## config.mk

```make
export PLATFORM = sky130hd
export DESIGN_NAME = rf_write_arbiter
export DESIGN_NICKNAME = d
export VERILOG_FILES = /design/src/rtl/rf_write_arbiter.sv
export SDC_FILE = /design/constraint.sdc
export NUM_CORES = 1
export LEC_CHECK = 0
export CAP_MARGIN = 20
export CORE_UTILIZATION = 38
export DETAILED_ROUTE_END_ITERATION = 8
export PLACE_DENSITY = 0.68
export SLEW_MARGIN = 10
export SYNTH_ARGS = -nofsm -noshare
export SYNTH_HDL_FRONTEND = slang
export SYNTH_SLANG_ARGS = --single-unit
```

## constraint.sdc

```tcl
create_clock -name i_clk -period 3.02 [get_ports i_clk]
set_input_delay 0.755 -clock i_clk [delete_from_list [all_inputs] [get_ports i_clk]]
set_output_delay 0.755 -clock i_clk [all_outputs]
set_load 0.02 [all_outputs]
```

## src/rtl/rf_write_arbiter.sv

```systemverilog
// Arbitrates the single register-file write port between the WB stage and a
// long-latency unit whose results queue in a small FIFO; a starvation guard forces drains.
module rf_write_arbiter #(
    parameter int FIFO_DEPTH   = 2,
    parameter int STARVE_LIMIT = 4
) (
    input  logic        i_clk,
    input  logic        i_rstn,
    input  logic        i_wb_valid,
    input  logic [4:0]  i_wb_rd,
    input  logic [31:0] i_wb_data,
    output logic        o_wb_stall,
    input  logic        i_ll_issue,
    input  logic [4:0]  i_ll_issue_rd,
    input  logic        i_ll_valid,
    output logic        o_ll_ready,
    input  logic [4:0]  i_ll_rd,
    input  logic [31:0] i_ll_data,
    output logic [31:0] o_ll_pending,
    output logic        o_rf_we,
    output logic [4:0]  o_rf_rd,
    output logic [31:0] o_rf_data
);
    localparam int PTR_W = (FIFO_DEPTH > 1) ? $clog2(FIFO_DEPTH) : 1;
    localparam int CNT_W = $clog2(FIFO_DEPTH + 1);
    localparam int STV_W = $clog2(STARVE_LIMIT + 1);

    typedef struct packed {
        logic [4:0]  rd;
        logic [31:0] data;
    } ll_ent_t;

    ll_ent_t          mem [FIFO_DEPTH];
    ll_ent_t          head;
    logic [PTR_W-1:0] wr_ptr, rd_ptr;
    logic [CNT_W-1:0] count;
    logic [STV_W-1:0] starve_cnt, starve_nxt;
    logic [31:0]      pending_nxt;
    logic             empty, full, push, pop, wb_claim, wb_grant;

    assign head       = mem[rd_ptr];
    assign empty      = (count == '0);
    assign full       = (count == CNT_W'(FIFO_DEPTH));
    assign o_ll_ready = !full;
    assign push       = i_ll_valid && !full;
    assign o_wb_stall = (starve_cnt == STV_W'(STARVE_LIMIT)) && !empty;

    // rd=0 from WB never claims the port, so a queued LL result can use the slot
    assign wb_claim = i_wb_valid && (i_wb_rd != 5'd0);
    assign pop      = !empty && (o_wb_stall || !wb_claim);
    assign wb_grant = wb_claim && !o_wb_stall;

    always_comb begin
        starve_nxt = starve_cnt;
        if (empty || pop)
            starve_nxt = '0;
        else if (starve_cnt != STV_W'(STARVE_LIMIT))
            starve_nxt = starve_cnt + STV_W'(1);
    end

    // set is applied after clear so a same-cycle reissue keeps the bit
    always_comb begin
        pending_nxt = o_ll_pending;
        if (pop)
            pending_nxt[head.rd] = 1'b0;
        if (i_ll_issue && (i_ll_issue_rd != 5'd0))
            pending_nxt[i_ll_issue_rd] = 1'b1;
    end

    always_ff @(posedge i_clk) begin
        if (push)
            mem[wr_ptr] <= '{rd: i_ll_rd, data: i_ll_data};
    end

    always_ff @(posedge i_clk) begin
        if (!i_rstn) begin
            wr_ptr       <= '0;
            rd_ptr       <= '0;
            count        <= '0;
            starve_cnt   <= '0;
            o_ll_pending <= '0;
        end else begin
            if (push)
                wr_ptr <= wr_ptr + PTR_W'(1);
            if (pop)
                rd_ptr <= rd_ptr + PTR_W'(1);
            case ({push, pop})
                2'b10:   count <= count + CNT_W'(1);
                2'b01:   count <= count - CNT_W'(1);
                default: count <= count;
            endcase
            starve_cnt   <= starve_nxt;
            o_ll_pending <= pending_nxt;
        end
    end

    always_ff @(posedge i_clk) begin
        if (!i_rstn) begin
            o_rf_we   <= 1'b0;
            o_rf_rd   <= '0;
            o_rf_data <= '0;
        end else begin
            o_rf_we <= wb_grant || (pop && (head.rd != 5'd0));
            if (wb_grant) begin
                o_rf_rd   <= i_wb_rd;
                o_rf_data <= i_wb_data;
            end else if (pop) begin
                o_rf_rd   <= head.rd;
                o_rf_data <= head.data;
            end
        end
    end
endmodule

```

==> impl_metrics.ini, run 1 <==
[timing]
fin_crit_ps = 2780
layout_setup_ws_ps = 239
hold_ws_ps = 465
hold_viol = 0
maxSlewViolCount = 0
maxSlewHeadroom = 0.400
finalSetupViolations = 0
period_share = 0.921
tightest_slew_ps = 901
final.setup_skew_ps = 12.8
max_freq_mhz = 360
rsz0062_at_grt = no
finalSetupTns_ps = 0

[logic_synthesis]
yosys.cell_count.top_type = nand2_1
synth_edf_count = 74
synth_top_area_frac = 0.346
synth_top_cell_by_area = edfxtp_1
ys_ff_latch = 152
synth.distinct_cells = 43
syn-num-nets = 670
synth_async_sr_flop_share = 0
ys_seq_area_frac = 0.589
synth_cells = 583
yosys_warnings = 0
post_synth_most_frequent_cells = 94 x nand2_1, 78 x dfxtp_1, 74 x edfxtp_1, 47 x nor2_1, 37 x mux2i_1
netlist_area_um2 = 6430
ys_top_cells_by_area = edfxtp_1 35%, dfxtp_1 24%, mux2i_1 5.8%, nand2_1 5.5%, o211ai_1 4.2%
synth_flop_cell = dfxtp_1
syn_area_per_cell_um2 = 11.0

[die]
core_um2 = 16500
rows = 47
start_util = 0.389
die_area_um2 = 17400
fp.dieH_um = 132
die_x_um = 132
ios = 156

[grt]
grt_start_max_net_pins = 54
grt_usage = 0.195
grt_pass1_wl_um = 26400
antenna_found_initial = 0
grt_pass1_vias = 5132
grt-ovfl-total = 0

[drt]
routedWlPerCell_um = 17.2
drtIter0Drc = 394
avgViaCountPerCell = 5.33
routed_wl_um = 16600
vias = 5125
route.met2.wl_um = 8060
postRouteAntennaNets = 0
wl_met3_um = 1300
wl_met1_um = 6760
top_layer = met4
drt-pass1-iter-count = 5
drc = 0

[clocking]
root_buffer = clkbuf_16
clk_latency_ps = 420
cts.sinks = 152
clockBufferDepth = 2
postCtsSetupRepairBufs = 0
h-tree-depth = 4
ctsHoldBuffers = 0
cts_tree = done
cts_resized = 0
cts_made_buffers = 17
clk_pin_slew_ps = 60

[cells_and_area]
postLayoutCoreUtil = 0.530
area_growth_pct = 36.3
fin_nets = 816
final_cell_area_um2 = 8760
seq_area_um2 = 3780
multi_input_area_um2 = 2460
antennaDiodeCount = 0
nFillCells = 1436
drive_above_1_share = 0.0970

[worst_setup_path]
start_kind = register
crit_arrival_ps = 2030
crit_type = reg2out
path_max_fanout = 5
crit_required_ps = 2260
endpoint_kind = primary output

[placed_design]
dpl.hpwl_um = 11700
dp_slack_ps = -69.8
port_buffers = 155
placedInstanceArea_um2 = 8210
place_congestion = 0.896

[job]
maxCapViolCount = 0

[pwr]
leakage_nw = 2.94
vdd_drop_max_mv = 0.448
pwr_density_cell_nw_per_um2 = 753

[run_status]
status = finished, final reports clean

[worst_hold_path]
min_path_type = reg2reg
[final timing paths]
path / to / start / slack (ps) / depth (start not counted)
min: o_ll_pending[0] / o_ll_pending[0] / 460 / 2
min reg2reg: o_ll_pending[0] / o_ll_pending[0] / 460 / 2
max reg2reg: starve_cnt[2] / starve_cnt[0] / 760 / 8
max: o_wb_stall / starve_cnt[1] / 240 / 5
[area by class of cell]
cell class / instances / area share
clock inverters: 13 / 0.0140
multi-input cells: 390 / 0.281
well taps: 220 / 0.0314
flip-flops and latches: 152 / 0.432
clock buffers: 19 / 0.0494
inverters: 3 / 0.00129
repair buffers: 165 / 0.191
[logic make-up after synthesis]
family                   share of synthesized area
AO/OA/AOI/OAI                                0.172
XOR/XNOR                                   0.00545
adder cells (fa/ha/maj)                    0.00584
buffers and inverters                       0.0294
flip-flops                                   0.589
multiplexers                                0.0629
AND/OR/NAND/NOR                              0.135
[per-stage QoR]
stage                     total power, mW  cells
final                                6.60    962
after global routing                 6.94    962
after CTS                            6.66    962
after detailed placement             4.66    930
after global placement               4.61    930
after floorplan                      3.91    583
[layout by cell type (no fill, tap or decap), types with 4 or more instances in the layout]
| cell type | n |
|---|---|
| edfxtp_1 | 74 |
| mux2i_1 | 37 |
| xnor2_1 | 4 |
| clkbuf_16 | 17 |
| clkdlybuf4s50_1 | 154 |
| o211ai_1 | 36 |
| a21oi_1 | 8 |
| nand3_1 | 12 |
| nand2b_1 | 5 |
| a31oi_1 | 16 |
| dfxtp_1 | 77 |
| clkinv_4 | 4 |
| a21boi_1 | 8 |
| a21boi_0 | 30 |
| nand2_1 | 94 |
| nor2_1 | 46 |
| o221a_2 | 15 |
| buf_12 | 4 |
| buf_4 | 6 |
| nor2b_1 | 4 |
| o21ai_0 | 35 |
[worst max-delay path: stages (launching register included)]
cell	delay, ps
dfxtp_1	330
inv_1	70
ha_1	230
o211ai_2	260
inv_1	110
clkdlybuf4s50_1	600
[layer usage]
metal	up-vias	GRT usage
met3	33	0.0646
li1	2432	-
met4	0	0.0930
met5	-	0
met1	2444	0.226
met2	216	0.325
[registers in the layout, indices dropped and copies added, names as in the netlist, named ones only]
name / flops
wr_ptr: 1
o_ll_pending: 32
o_rf_we: 1
starve_cnt: 3
rd_ptr: 1
mem: 74
o_rf_rd: 5
count: 2
o_rf_data: 32
[report_power, final]
group | switching (mW) | internal, mW | total, mW
Clock | 0.855 | 1.14 | 2.00
Combinational | 1.11 | 0.802 | 1.92
Sequential | 0.178 | 2.51 | 2.69
Note: power is estimated with default switching activity, not from simulation.
==> run 2: changes to the inputs <==
--- a/config.mk
+++ b/config.mk
@@ -8,7 +8,6 @@
 export CAP_MARGIN = 20
 export CORE_UTILIZATION = 38
 export DETAILED_ROUTE_END_ITERATION = 8
-export PLACE_DENSITY = 0.68
 export SLEW_MARGIN = 10
 export SYNTH_ARGS = -nofsm -noshare
 export SYNTH_HDL_FRONTEND = slang
==> run 2 against run 1 <==
  * Count of clock-buffer cells in the layout is the same
  * Hold slack worse by 4.4 ps
  * Largest power group unchanged
  * Critical path depth did not move
  * Final cell count is 0.21% higher
==> impl_metrics.ini, run 2 (synthesis results as in run 1) <==
[run_status]
status = finished, final reports clean

[worst_setup_path]
crit_required_ps = 2260
endpoint_kind = primary output
path_max_fanout = 5
start_kind = register
crit_arrival_ps = 2020
crit_type = reg2out

[grt]
grt-ovfl-total = 0
grt_pass1_vias = 4974
antenna_found_initial = 0
grt_usage = 0.194
grt_start_max_net_pins = 46
grt_pass1_wl_um = 26100

[clocking]
ctsHoldBuffers = 0
cts.sinks = 152
clk_pin_slew_ps = 60
h-tree-depth = 4
root_buffer = clkbuf_16
cts_made_buffers = 17
cts_tree = done
clk_latency_ps = 410
cts_resized = 0
clockBufferDepth = 2
postCtsSetupRepairBufs = 0

[drt]
drc = 0
drt-pass1-iter-count = 6
routed_wl_um = 16600
drtIter0Drc = 356
vias = 5042
postRouteAntennaNets = 0
routedWlPerCell_um = 17.2
avgViaCountPerCell = 5.23

[timing]
tightest_slew_ps = 677
fin_crit_ps = 2770
final.setup_skew_ps = 6.86
maxSlewHeadroom = 0.549
rsz0062_at_grt = no
maxSlewViolCount = 0
finalSetupViolations = 0
period_share = 0.918
finalSetupTns_ps = 0
hold_viol = 0
layout_setup_ws_ps = 248
max_freq_mhz = 361

[placed_design]
dpl.hpwl_um = 11700
place_congestion = 0.906
dp_cells = 932
dp_slack_ps = -72.2
port_buffers = 155

[cells_and_area]
antennaDiodeCount = 0
fin_nets = 818
nFillCells = 1415
area_growth_pct = 37.0
largest-register = mem
postLayoutCoreUtil = 0.533
layout_commonest_cell = clkdlybuf4s50_1
multi_input_area_um2 = 2460
drive_above_1_share = 0.103
largest_register_ffs = 74
stdcell_count = 964
layout_common_cells = 154 x clkdlybuf4s50_1, 94 x nand2_1, 77 x dfxtp_1, 74 x edfxtp_1, 46 x nor2_1
seq_area_um2 = 3780
reg_top3 = mem x74, o_ll_pending x32, o_rf_data x32

[pwr]
vdd_drop_max_mv = 0.469
pwr_density_cell_nw_per_um2 = 761
leakage_nw = 2.96
total_power_mw = 6.71

[die]
start_util = 0.389
die_area_um2 = 17400
core_um2 = 16500
fp.dieH_um = 132
ios = 156
die_x_um = 132
rows = 47

[job]
maxCapViolCount = 0

[worst_hold_path]
min_path_type = reg2reg
-- run 2: through the flow --
stage          area (um2)  hold slack [ps]
2_1_floorplan        6430              447
3_3_place_gp         8210              441
3_5_place_dp         8210              450
4_1_cts              8810              460
5_1_grt              8810              498
6_report             8810              460
-- run 2: final timing paths --
path,from,to,slack (ps),depth (start not counted)
max reg2reg,starve_cnt[0],count[1],850,8
min reg2reg,o_ll_pending[0],o_ll_pending[0],460,2
max,starve_cnt[0],o_wb_stall,250,5
min,o_ll_pending[0],o_ll_pending[0],460,2
-- run 2: worst max-delay path, cell delays in order (launching register included) --
cell and delay (ps):
dfxtp_1 340, inv_1 70, ha_1 230, o211ai_2 260, inv_1 110, clkdlybuf4s50_1 600
-- run 2: final cells by class --
class	instances	area share
Sequential cell	152	0.430
Multi-Input combinational cell	390	0.280
Timing Repair Buffer	167	0.190
Clock buffer	19	0.0514
Tap cell	220	0.0313
Clock inverter	13	0.0165
Inverter	3	0.00128
-- run 2: power by group --
| part | switching (mW) | internal [mW] |
|---|---|---|
| clock | 0.844 | 1.27 |
| combinational | 1.11 | 0.804 |
| sequential | 0.173 | 2.51 |
-- run 2: metal layers --
metal	global-route usage	share of wire
met4	0.0730	0.016
met1	0.237	0.43
met3	0.0557	0.072
met5	0	0
met2	0.325	0.48
